[src/rtl/vga_timing_gen.sv]
// vga_timing_gen: parametrised VGA raster timing generator.
// One pixel advances per pixEn strobe in the system clock domain. Sync,
// valid and coordinates pass through a DELAY-tick pipeline so they line up
// with pipelined video generators. sof/eol are 1-clk strobes.
// Optional feature: define VGA_FRAME_CNT_EN to build the completed-frame
// counter; otherwise frameCnt is tied to 0.
module vga_timing_gen #(
  parameter int H_AV  = 640,
  parameter int H_FP  = 16,
  parameter int H_SP  = 96,
  parameter int H_BP  = 48,
  parameter int V_AV  = 480,
  parameter int V_FP  = 10,
  parameter int V_SP  = 2,
  parameter int V_BP  = 33,
  parameter bit H_POL = 1'b0,
  parameter bit V_POL = 1'b0,
  parameter int DELAY = 1,
  parameter int CW    = 10,
  parameter int FW    = 8
) (
  input  logic          clk,
  input  logic          reset,
  input  logic          pixEn,
  output logic          hSync,
  output logic          vSync,
  output logic          valid,
  output logic [CW-1:0] x,
  output logic [CW-1:0] y,
  output logic          sof,
  output logic          eol,
  output logic [FW-1:0] frameCnt
);

  localparam int H_TOTAL = H_AV + H_FP + H_SP + H_BP;
  localparam int V_TOTAL = V_AV + V_FP + V_SP + V_BP;

  // Sync windows expressed as inclusive ranges so the end never overflows CW.
  localparam logic [CW-1:0] H_LAST     = CW'(H_TOTAL - 1);
  localparam logic [CW-1:0] V_LAST     = CW'(V_TOTAL - 1);
  localparam logic [CW-1:0] H_ACT_END  = CW'(H_AV);
  localparam logic [CW-1:0] V_ACT_END  = CW'(V_AV);
  localparam logic [CW-1:0] HS_FIRST   = CW'(H_AV + H_FP);
  localparam logic [CW-1:0] HS_LAST    = CW'(H_AV + H_FP + H_SP - 1);
  localparam logic [CW-1:0] VS_FIRST   = CW'(V_AV + V_FP);
  localparam logic [CW-1:0] VS_LAST    = CW'(V_AV + V_FP + V_SP - 1);

  typedef struct packed {
    logic          hs;   // already at output polarity
    logic          vs;   // already at output polarity
    logic          vld;
    logic [CW-1:0] x;
    logic [CW-1:0] y;
  } stage_t;

  // A cleared stage shows idle syncs, so fill never produces a false pulse.
  localparam stage_t STAGE_RST = '{hs: ~H_POL, vs: ~V_POL, vld: 1'b0, x: '0, y: '0};

  logic [CW-1:0] h_q, h_d, v_q, v_d;
  stage_t        dec;
  logic          dec_sof, dec_eol;
  stage_t        pipe_q [1:DELAY];
  logic          sof_pre, eol_pre;
  logic          sof_q, eol_q;

  // Raster counter next state: advance one pixel per pixEn.
  always_comb begin
    h_d = h_q;
    v_d = v_q;
    if (pixEn) begin
      if (h_q == H_LAST) begin
        h_d = '0;
        v_d = (v_q == V_LAST) ? '0 : v_q + CW'(1);
      end else begin
        h_d = h_q + CW'(1);
      end
    end
  end

  // Raster counter registers.
  always_ff @(posedge clk or posedge reset) begin
    if (reset) begin
      h_q <= '0;
      v_q <= '0;
    end else begin
      h_q <= h_d;
      v_q <= v_d;
    end
  end

  // Decode of the current position, feeding pipeline stage 1.
  always_comb begin
    dec.hs  = ((h_q >= HS_FIRST) && (h_q <= HS_LAST)) ? H_POL : ~H_POL;
    dec.vs  = ((v_q >= VS_FIRST) && (v_q <= VS_LAST)) ? V_POL : ~V_POL;
    dec.vld = (h_q < H_ACT_END) && (v_q < V_ACT_END);
    dec.x   = h_q;
    dec.y   = v_q;
    dec_sof = (h_q == '0) && (v_q == '0);
    dec_eol = (h_q == H_LAST);
  end

  // Output pipeline: shifts one stage per pixel tick, holds otherwise.
  always_ff @(posedge clk or posedge reset) begin
    if (reset) begin
      for (int i = 1; i <= DELAY; i++) pipe_q[i] <= STAGE_RST;
    end else if (pixEn) begin
      pipe_q[1] <= dec;
      for (int i = 2; i <= DELAY; i++) pipe_q[i] <= pipe_q[i-1];
    end
  end

  // Strobe flags run one stage behind the data so the registered strobe
  // lands in the same clk as the position it marks.
  generate
    if (DELAY == 1) begin : g_flag_direct
      assign sof_pre = dec_sof;
      assign eol_pre = dec_eol;
    end else begin : g_flag_pipe
      logic [1:0] flg_q [1:DELAY-1];
      // Flag pipeline, same advance rule as the data pipeline.
      always_ff @(posedge clk or posedge reset) begin
        if (reset) begin
          for (int i = 1; i <= DELAY - 1; i++) flg_q[i] <= 2'b00;
        end else if (pixEn) begin
          flg_q[1] <= {dec_sof, dec_eol};
          for (int i = 2; i <= DELAY - 1; i++) flg_q[i] <= flg_q[i-1];
        end
      end
      assign {sof_pre, eol_pre} = flg_q[DELAY-1];
    end
  endgenerate

  // Strobes are gated by pixEn so they last one clk at any pixEn duty cycle.
  always_ff @(posedge clk or posedge reset) begin
    if (reset) begin
      sof_q <= 1'b0;
      eol_q <= 1'b0;
    end else begin
      sof_q <= pixEn & sof_pre;
      eol_q <= pixEn & eol_pre;
    end
  end

`ifdef VGA_FRAME_CNT_EN
  logic [FW-1:0] frame_q;
  logic          seen_sof_q;

  // Completed-frame count: bumps alongside each sof except the first.
  always_ff @(posedge clk or posedge reset) begin
    if (reset) begin
      frame_q    <= '0;
      seen_sof_q <= 1'b0;
    end else if (pixEn && sof_pre) begin
      seen_sof_q <= 1'b1;
      if (seen_sof_q) frame_q <= frame_q + FW'(1);
    end
  end

  assign frameCnt = frame_q;
`else
  assign frameCnt = '0;
`endif

  assign hSync = pipe_q[DELAY].hs;
  assign vSync = pipe_q[DELAY].vs;
  assign valid = pipe_q[DELAY].vld;
  assign x     = pipe_q[DELAY].x;
  assign y     = pipe_q[DELAY].y;
  assign sof   = sof_q;
  assign eol   = eol_q;

endmodule

[config.mk]
export PLATFORM = sky130hd
export DESIGN_NAME = vga_timing_gen
export DESIGN_NICKNAME = d
export VERILOG_FILES = /design/src/rtl/vga_timing_gen.sv
export SDC_FILE = /design/constraint.sdc
export NUM_CORES = 1
export LEC_CHECK = 0
export ABC_AREA = 1
export CORE_MARGIN = 5
export CORE_UTILIZATION = 53
export DETAILED_ROUTE_END_ITERATION = 10
export GPL_TIMING_DRIVEN = 0
export PLACE_DENSITY = 0.79
export SLEW_MARGIN = 10
export SYNTH_ARGS = -nofsm -noshare
export SYNTH_HDL_FRONTEND = slang
export SYNTH_SLANG_ARGS = --single-unit
[constraint.sdc]
create_clock -name clk -period 1.67 [get_ports clk]
set_input_delay 0.334 -clock clk [delete_from_list [all_inputs] [get_ports clk]]
set_output_delay 0.334 -clock clk [all_outputs]
set_load 0.05 [all_outputs]
# After elaboration in Yosys (flattened, before gate mapping)
# Cells that the tools add are included.
dict set report word_totals {
  in_bits 3
  output_inout_bits 33
  wordCells 32
  ff_bits 45
}
dict set report classes {
  n_mux 4
  n_lt_le_gt_ge 6
  bitwise 2
  addsub 2
  n_eq_ne 2
  n_reduce_logical 7
}
# operator n
set ops {}
lappend ops {{$add A10 B1 Y10 const B} 2}
lappend ops {{$eq A10 B10 Y1 const B} 2}
lappend ops {{$logic_not A10 Y1} 2}
lappend ops {{$mux W10} 2}
lappend ops {{$ge A10 B10 Y1 const B} 1}
lappend ops {{$ge A10 B9 Y1 const B} 1}
lappend ops {{$le A10 B10 Y1 const B} 1}
lappend ops {{$le A10 B9 Y1 const B} 1}
lappend ops {{$lt A10 B10 Y1 const B} 1}
lappend ops {{$lt A10 B9 Y1 const B} 1}
lappend ops {{$logic_and A1 B1 Y1} 4}
lappend ops {{$and A1 B1 Y1} 2}
lappend ops {{$mux W1} 2}
lappend ops {{$reduce_and A2 Y1} 1}

# Depth between registers and ports, before layout
dict set report logic_depth {
  ltp_word 3
  depth_mapped 9
  mapped_depth_nobuf 9
}

# Worst setup path before layout
# No wires, ideal clock.
dict set report synth_timing {
  kind {register to register}
  startpoint {reg h_q[0]}
  endpoint {reg v_q[5]}
  t_required_ns 1.548
  path_stages_with_launch 8
  arrival_time_ns 1.147
  setup_ns 0.122
  n_path_buf 1
  synth_period_minus_slack_ns 1.269
  path_slack_ns 0.401
  cell_sequence {dfrtp_1 -> ha_1 -> nand3_2 -> nor2_2 -> nand3_2 -> buf_6 -> nor3_1 -> nor2_1}
}
dict set report synth_via {
  elab_chain_cells 2
}
# element line_no
set synth_rtl {}
lappend synth_rtl {{from (decl)} 59} ;# logic [CW-1:0] h_q, h_d, v_q, v_d;
lappend synth_rtl {{from (signal assigned)} 83} ;# h_q <= '0;
lappend synth_rtl {{from (signal assigned)} 86} ;# h_q <= h_d;
lappend synth_rtl {{$eq A10 B10 Y1} 71} ;# if (h_q == H_LAST) begin
lappend synth_rtl {{$reduce_and A2 Y1 (no line)} -}
lappend synth_rtl {{to (signal assigned)} 87} ;# v_q <= v_d;
lappend synth_rtl {{to (decl)} 59}
# No other way between the ends.
# A chain may end at the register's enable or synchronous reset.

# Final worst setup path
dict set report layout_timing {
  startpoint {reg pipe_q (netlist bit y[3])}
  endpoint {out y[3]}
}
# element line_no
set layout_lines {}
lappend layout_lines {{from (decl)} 62} ;# stage_t pipe_q [1:DELAY];
lappend layout_lines {{to (decl)} 29} ;# output logic [CW-1:0] y,
# No word-level cell between the ends.

==> results.md <==
- # clock sinks: 45
- Slew headroom: 0.609
- Clock Path Buffers: 2
- Core box area: around 4000 um^2
- First-pass GRT wire length: between 8000 and 9000 um
- Non-Filler Instances: between 300 and 400
- Crit path time final: approximately 1500 ps
- Fillers: around 350
- Crit-path max cell delay: 540 ps
- Final Hold Fails: 0
- Starting Density: 0.550
- Syn Inst Count: around 260
- WP buf/inv: 1
- GRT overflow: 0
- Die Ht: about 75 um
- Post-route setup slack: between 100 and 150 ps
- Critical Path AT: around 1200 ps
- Post-route ant nets: 0
- Worst Path Max Fanout: 2
- Synthesized flop and latch total: 45
- Cell variety after synth: 25
- Count of port buffers added during placement: 26
- CTS Buf Count: 5
- Slowest cell on the critical path: dlygate4sd2_1
- Period utilization: 0.922
- Setup Viol. Count Final: 0
- DRT Pass-1 Iters: 4
- ANT cells: 0
- Gpl congestion: ~0.85
- RSZ-0062 raised after global routing: false
- Setup repair bufs after CTS: 0
- DRC violation count after routing: 0
- Drt via density: between 4 and 5
- Post-DP HPWL: roughly 3400 um
- CP Data Required Time: 1340 ps
- Cell family contributing the most delay on the critical path: buffers and inverters
- Vias in the first global route: ~1,800
- Crit path launch type: flop
- Max_cap viols: 0
- Peak VDD IR: ~0.62 mV
- H-tree levels: 2
- Power Dens Cells: 1220 nW/um^2
- Dpl cells: between 300 and 400
- CTS root buffer: clkbuf_8
- Clk_lat worst skew: roughly 300 ps
- DR iter-0 viols: 131
- Status: finished clean
- CP cell instances: dlygate4sd2_1
- Max-slew violation count: 0
- Sequential cell area: approximately 1100 um^2
- Commonest non-fill, non-tap cell in the layout: nand2_1
- Min-Delay Path Class: input pin to flop
- Max Fclk: between 600 and 700 MHz
- Synthesized area per cell: between 8 and 9 um^2
- Total die area: ~5600 um^2
- WL per Instance: about 13 um
- Skew final: 11.3 ps
- CTS tree: built
- Leakage power: about 1.4 nW
- Antenna violations before repair: 0
- Nets: between 300 and 400
- Sequential element share of the synthesized area: 0.510
- Worst-path clk slew: around 90 ps
- WS Path Type: flop to output port
- GRT Resource Usage Total: 0.195
- YS warnings: 0
- Vias: around 1,700
- Area of the multi-input gates: about 880 um^2
- Share of cells above drive strength 1: 0.137
- Leading cell types in the layout, fill and taps excluded: 52 x nand2_1, 43 x dfrtp_1, 32 x nor2_1, 25 x inv_1, 23 x dlygate4sd2_1
- Worst slew pin tran: ~590 ps
- Syn Std Cell Area: ~2200 um^2
- Crit. End Element: output port
- Area grow syn2layout: 19.2%
- Worst slack, placed: 27.8 ps
- Die width: around 75 um
- Routed wire length: roughly 4600 um
- Core Rows: 23
- Largest net degree at the start of global routing: 25
- Ports: 36
[where the power goes]
group / switching [W] / total, W / internal, W
clock: 0.000346 / 0.000675 / 0.000328
sequential: 0.000168 / 0.00145 / 0.00128
combinational: 0.000783 / 0.00110 / 0.000315
[worst min-delay path, cell delays in order]
cell and delay, ps:
buf_4 150, nand3_1 80, a21oi_1 60
[cells by family after synthesis]
logic type,synth area share
other,0.00169
AND/OR/NAND/NOR,0.259
XOR/XNOR,0.0396
flip-flops,0.510
buffers and inverters,0.103
adder cells (fa/ha/maj),0.0282
AO/OA/AOI/OAI,0.0588
[state kept, by name (all words and copies together) (netlist names)]
| register | count |
|---|---|
| valid | 1 |
| hSync | 1 |
| sof | 1 |
| eol | 1 |
| x | 10 |
| vSync | 1 |
| h_q | 10 |
| y | 10 |
| v_q | 10 |
[layer usage]
| layer | track usage | share of wire | up-vias |
|---|---|---|---|
| met5 | 0 | 0 | - |
| met4 | 0.0672 | 0.017 | 0 |
| met3 | 0.0374 | 0.057 | 9 |
| met2 | 0.303 | 0.45 | 42 |
| met1 | 0.276 | 0.48 | 801 |
| li1 | - | - | 880 |
[metrics by stage]
step	instance area, um^2	power [W]	setup TNS (ps)	utilization	hold slack (ps)
2_1_floorplan	2240	0.00229	0	-	463
5_1_grt	2640	0.00343	0	0.655	371
6_report	2640	0.00322	0	0.655	361
3_5_place_dp	2590	0.00263	0	0.643	458
4_1_cts	2650	0.00325	0	0.657	353
3_3_place_gp	2560	0.00259	-25190	0.636	452
[timing repair]
item,4_1_cts,5_1_grt
endpoints found under the setup margin,25,2
gates resized for setup,27,2
hold buffers,0,0
[cells in the mapped netlist]
cell / count / area (um^2)
a21oi_1: 5 / 25.0
buf_4: 10 / 75.1
buf_6: 2 / 22.5
clkbuf_1: 4 / 15.0
conb_1: 1 / 3.75
dfrtp_1: 43 / 1080
dfstp_2: 2 / 52.6
ha_1: 5 / 62.6
inv_1: 26 / 97.6
inv_2: 5 / 18.8
nand2_1: 52 / 195
nand2_2: 2 / 12.5
nand3_1: 13 / 65.1
nand3_2: 3 / 30.0
nand3b_1: 1 / 7.51
nand4_1: 10 / 62.6
nor2_1: 32 / 120
nor2_2: 5 / 31.3
nor2_4: 2 / 22.5
nor3_1: 4 / 20.0
nor4_1: 1 / 6.26
o21ai_0: 18 / 90.1
o21ai_1: 3 / 15.0
xnor2_1: 1 / 8.76
xor2_1: 9 / 78.8
[worst paths after layout]
path	from	end	slack, ps	depth (start not counted)
max reg2reg	h_q[0]	v_q[6]	220	7
max	y[3]	y[3]	130	1
min in group asynchronous	reset	h_q[5]	370	2
min reg2reg	y[8]	y[8]	470	2
max in group asynchronous	reset	hSync	740	3
min	pixEn	h_q[5]	360	3
[area by class of cell]
| cell class | count | area share |
|---|---|---|
| plain buffers | 16 | 0.0427 |
| repair buffers | 27 | 0.0944 |
| well taps | 50 | 0.0237 |
| clock buffers | 7 | 0.0327 |
| flip-flops and latches | 45 | 0.428 |
| multi-input cells | 174 | 0.335 |
| inverters | 31 | 0.0441 |
Note: power is estimated with default switching activity, not from simulation.
==> edit 1, RTL diff (config.mk and constraints unchanged) <==
The output `sof` loses its register stage (`sof_q` becomes a continuous assignment).
--- a/src/rtl/vga_timing_gen.sv
+++ b/src/rtl/vga_timing_gen.sv
@@ -135,6 +135,4 @@
     if (reset) begin
-      sof_q <= 1'b0;
       eol_q <= 1'b0;
     end else begin
-      sof_q <= pixEn & sof_pre;
       eol_q <= pixEn & eol_pre;
@@ -142,2 +140,4 @@
   end
+
+  assign sof_q = pixEn & sof_pre;
 
Check against the original RTL: not equivalent (a bounded check fails within 4 cycles, from zero or initial values and one cycle with reset high).
==> edit 1 against the original RTL <==
- the run now ends with setup timing left
- via count is 2.9% higher
- design area is 4.5% higher
- routed wire length is 4.5% higher
- sequential share of layout area is 2.7 points lower
- non-clock buffer count is 10 higher
- synthesized area is 1.1% lower
- worst hold slack worse by 0.0029 ns
- critical path depth is 6 higher
- utilization is 3.4 points higher
- sequential cell count is 1 lower
- total power is 3.4% higher
- worst setup slack worse by 0.40 ns
- clock power is 6.8% higher
- clock skew is 0.0035 ns lower
- largest cell class unchanged
==> edit 1: results (changes against the original RTL) <==
.. list-table::
   :header-rows: 1

   * - Metric
     - Value
   * - Outcome
     - complete, but fails checks
   * - Failing checks
     - setup timing
   * - Area of the multi-input gates
     - 926 µm² (+4.8%)
   * - Fraction of standard cell area in multi-input logic
     - 33.6% (+0.10 points)
   * - Instance count after placement with tap cells included
     - 342 (-0.29%)
   * - Worst hold margin
     - 0.359 ns (-0.00287 ns)
   * - Count of endpoints failing setup in the final report
     - 1 (+1)
   * - # clk buffers
     - 8 (+1)
   * - Standard cell area after detailed placement
     - 2580 µm² (-0.39%)
   * - Non-clock buffering overhead in the final layout
     - 16.2% (+2.4 points)
   * - Clock Skews
     - 0.00774 ns (-0.00355 ns)
   * - Fill cell instance count of the final layout
     - 322 (-9.0%)
   * - Highest-delay cell along the critical path
     - sky130_fd_sc_hd__dfrtp_1
   * - Reg2reg path depth
     - 8 (+1)
   * - Detail-routed net length per standard cell
     - 13.3 µm (+1.6%)
   * - Number of standard cells in the layout, taps in and fillers out
     - 360 (+2.9%)
   * - Share of the synthesized netlist area taken by xor and xnor gates
     - 4.00% (+0.045 points)
   * - Most area-consuming cells after synthesis
     - sky130_fd_sc_hd__dfrtp_1, sky130_fd_sc_hd__nand2_1, sky130_fd_sc_hd__nor2_1
   * - Sequential share of cell area
     - 40.1% (-2.7 points)
   * - Detailed Place HPWL
     - 3500 µm (+2.8%)
   * - Post-synthesis average cell area
     - 8.49 µm² (-0.75%)
   * - Non-clock buffers
     - 53 (+23%)
   * - Met3 wire length
     - 186 µm (-29%)
   * - Post-CTS Setup Bufs
     - 4 (+4)
   * - Detailed-route wire length on metal 1
     - 2080 µm (-5.2%)
   * - Most frequent cells after synthesis
     - sky130_fd_sc_hd__nand2_1, sky130_fd_sc_hd__dfrtp_1, sky130_fd_sc_hd__nor2_1, sky130_fd_sc_hd__inv_1, sky130_fd_sc_hd__o21ai_0
   * - Via count of the routed design
     - 1,782 (+2.9%)
   * - Post-route worst setup slack
     - -0.269 ns (-0.400 ns)
   * - Compound-gate portion of the synthesized area
     - 5.94% (+0.067 points)
   * - Drt initial violations
     - 152 (+16%)
   * - Number of nets in the layout
     - 317 (+2.9%)
   * - Setup slack, reg-to-reg
     - 0.13 ns (-0.09 ns)
   * - Synthesized instance count
     - 258 (-0.39%)
   * - Met1 Usage GRT
     - 23.2% (-4.3 points)
   * - Pre-CTS WS
     - -0.739 ns (-0.767 ns)
   * - Met3 layer usage reported by global route
     - 4.46% (+0.72 points)
   * - Clock buffer and inverter area fraction after layout
     - 3.63% (+0.36 points)
   * - Sequential cell count of the final layout
     - 44 (-2.2%)
   * - Worst relative slew slack
     - 65.5% (+4.6 points)
edit 1: changes by cell type in the layout (fill, tap and decap cells not counted), moves of 2 or more:
| cell | before | now |
|---|---|---|
| sky130_fd_sc_hd__buf_4 | 10 | 20 |
| sky130_fd_sc_hd__inv_1 | 25 | 20 |
| sky130_fd_sc_hd__inv_2 | 6 | 10 |
| sky130_fd_sc_hd__dfrtp_1 | 43 | 41 |
| sky130_fd_sc_hd__nor2_1 | 32 | 30 |
edit 1: worst max path at each step:
stage | from | endpoint | slack [ns] | depth (start not counted)
global route | v_q[0] | sof | -0.36 | 7
floorplan | v_q[0] | sof | -0.14 | 6
CTS | v_q[1] | sof | -0.40 | 7
finish | v_q[0] | sof | -0.27 | 7
global placement | v_q[0] | sof | -0.70 | 7
detailed placement | v_q[0] | sof | -0.74 | 7
edit 1: where the power goes:
part	total (mW)	switching (mW)	internal (mW)
Combinational	1.19	0.816	0.371
Clock	0.721	0.344	0.377
Sequential	1.42	0.167	1.26
Total	3.33	1.33	2.00
==> edit 2, RTL diff (config.mk and constraints unchanged) <==
Made on the original files. Build with the macro `VGA_FRAME_CNT_EN` defined.
--- a/src/rtl/vga_timing_gen.sv
+++ b/src/rtl/vga_timing_gen.sv
@@ -6,2 +6,4 @@
 // counter; otherwise frameCnt is tied to 0.
+`define VGA_FRAME_CNT_EN
+
 module vga_timing_gen #(
Check against the original RTL: same outputs for any inputs over 10 cycles, from zero or initial values and one cycle with reset high; that may be too few to reach the edited logic, so the function may still have changed.
==> edit 2 against the original RTL <==
- critical path type unchanged
- routed wire length rose by 34%
- worst hold slack got worse by 0.0039 ns
- sequential cell count rose by 9
- design area rose by 23%
- first-iteration DRC count fell by 5.3%
- worst setup slack got worse by 0.10 ns
- critical path depth did not move
- synthesized area rose by 21%
- global-route usage rose by 0.96 points
- synthesized cell count rose by 24%
- utilization rose by 2.1 points
- total power rose by 2.3%
- count of clock-buffer cells in the layout fell by 2
==> edit 2: results (changes against the original RTL) <==
.. list-table::
   :header-rows: 1

   * - Metric
     - Value
   * - IO buf count
     - 35 (+35%)
   * - CTS HTree Levels
     - 2 (unchanged)
   * - Maximum number of pins on one net before global-route repair
     - 33 (+32%)
   * - Clock Skews
     - 0.00843 ns (-0.00286 ns)
   * - Highest-delay cell along the critical path
     - sky130_fd_sc_hd__dlygate4sd2_1
   * - Kind of cell adding the most delay to the critical path
     - buffers and inverters
   * - Most frequent cells after synthesis
     - sky130_fd_sc_hd__nand2_1, sky130_fd_sc_hd__dfrtp_1, sky130_fd_sc_hd__inv_1, sky130_fd_sc_hd__o21ai_0, sky130_fd_sc_hd__nor2_1
   * - Number of buffers created by CTS
     - 5 (unchanged)
   * - Final Max Tran Viols
     - 0 (unchanged)
   * - Leakage
     - 1.70 nW (+23%)
   * - First-pass iteration count of the detailed router
     - 4 (unchanged)
   * - Number of vias per cell after detailed routing
     - 5.20 (+5.2%)
   * - Clock Tree Buf Depth
     - 2 (unchanged)
   * - Most area-consuming cells after synthesis
     - sky130_fd_sc_hd__dfrtp_1, sky130_fd_sc_hd__nand2_1, sky130_fd_sc_hd__o21ai_0
   * - Delay of the slowest cell on the worst path
     - 0.56 ns (+0.02 ns)
   * - Number of warnings issued by yosys
     - 0 (unchanged)
   * - Data arrival, critical path
     - 1.31 ns (+0.10 ns)
   * - Part of the Yosys area used for sequential elements
     - 50.7% (-0.28 points)
   * - Sum of overflow across all layers after global routing
     - 0 (unchanged)
   * - Synthesized instance count
     - 321 (+24%)
   * - Top FF cell, synth
     - sky130_fd_sc_hd__dfrtp_1
   * - Count of distinct cell types in the synthesized netlist
     - 32 (+28%)
   * - Routed WL
     - 6150 µm (+34%)
   * - Detailed Place HPWL
     - 4430 µm (+30%)
   * - Outcome
     - finished clean
   * - CTS clk-pin slew, worst paths
     - 0.10 ns
   * - Initial antenna violation count
     - 0 (unchanged)
   * - Ratio of cells with drive above 1 in the final layout
     - 11.4% (-2.3 points)
   * - Total track usage
     - 20.5% (+0.96 points)
   * - Synthesized netlist net count
     - 330
   * - Number of nets in the layout
     - 376 (+22%)
   * - Drt initial violations
     - 124 (-5.3%)
   * - Final Wtd Congestion
     - 0.891 (+4.4%)
   * - Worst supply voltage drop on vdd
     - 0.642 mV (+4.2%)
   * - Global-route wire length before repair
     - 10,300 µm (+24%)
   * - Number of antenna repair diodes
     - 0 (unchanged)
   * - Insertion delay of the later-clocked pin in the worst-skew pair
     - 0.32 ns (+0.02 ns)
   * - Instance count after placement with tap cells included
     - 424 (+24%)
   * - Vias in the first global route
     - 2,135 (+21%)
   * - Via count of the routed design
     - 2,264 (+31%)
   * - Clock tree root buffer cell
     - sky130_fd_sc_hd__clkbuf_8
   * - Synth async-reset ratio
     - 100% (unchanged)
   * - Fill cell instance count of the final layout
     - 430 (+21%)
   * - Slew at the pin closest to its max-slew limit
     - 0.542 ns (-0.0441 ns)
   * - Max Fanout on Critical Path
     - 5 (+3)
   * - Worst hold path type
     - primary input to asynchronous set/reset pin
-- edit 2: cell count changes after synthesis, sizes merged, moves of 2 or more --
| cell | before | now |
|---|---|---|
| nor2 | 39 | 27 |
| inv | 31 | 36 |
| dfrtp | 43 | 52 |
| nand3 | 16 | 24 |
| o21ai | 21 | 32 |
| nor3 | 4 | 6 |
| a21oi | 5 | 3 |
| buf | 12 | 5 |
| nand3b | 1 | 4 |
| nand2 | 54 | 92 |
-- edit 2: per-layer routing --
metal / global-route usage, % / routed length (µm)
met5: 0 / 0
met3: 5.54 / 345
met2: 32.8 / 2970
met4: 5.57 / 65
met1: 27.5 / 2770
-- edit 2: where the power goes --
part	internal [mW]	total (mW)	switching (mW)
Clock	0.450	0.903	0.453
Sequential	1.46	1.58	0.122
Combinational	0.211	0.808	0.597
-- edit 2: kinds of logic (layout without fill, tap and decap cells) --
| logic type | Yosys count | in the layout | share of synthesized area (%) |
|---|---|---|---|
| AO/OA/AOI/OAI | 40 | 40 | 7.92 |
| buffers and inverters | 47 | 94 | 7.54 |
| AND/OR/NAND/NOR | 164 | 164 | 27.8 |
| XOR/XNOR | 10 | 10 | 3.28 |
| adder cells (fa/ha/maj) | 6 | 6 | 2.81 |
| flip-flops | 54 | 54 | 50.7 |
-- edit 2: final cells by class --
class | instances | share of cell area [%]
buffer | 10 | 1.92
clock buffer | 5 | 2.11
clock inverter | 3 | 1.35
inverter | 37 | 4.42
multi-input combinational | 220 | 34.9
sequential | 54 | 41.7
tap | 67 | 2.57
timing repair buffer | 39 | 11.1
-- edit 2: final timing paths --
path	startpoint	end	slack, ns	cells past startpoint
hold reg to reg	x[5]	x[5]	0.48	2
min in group clk	x[5]	x[5]	0.48	2
setup reg to reg	v_q[0]	frameCnt[6]	0.11	9
setup / recovery	frameCnt[0]	frameCnt[0]	0.03	1
max in group asynchronous	reset	vSync	0.71	3
hold / removal	reset	x[1]	0.36	2
-- edit 2: metrics by stage --
stage	setup TNS [ns]	setup slack (ns)	cell area, µm²	util (%)
after CTS	0	0.00692	3210	66.5
after global placement	-58.19	-0.967	3110	64.5
after detailed placement	-7.77	-0.313	3130	64.9
after floorplan	0	0.0247	2670	-
final	0	0.0302	3260	67.6
after global routing	-0.00662	-0.00662	3260	67.6
-- edit 2: repair_timing --
item / 4_1_cts / 5_1_grt
resized for setup: 39 / 16
endpoints found under the setup margin: 37 / 29
cloned: 0 / 0
pin swaps: 0 / 1
endpoints found under the hold margin: 0 / 0
setup buffers: 0 / 3
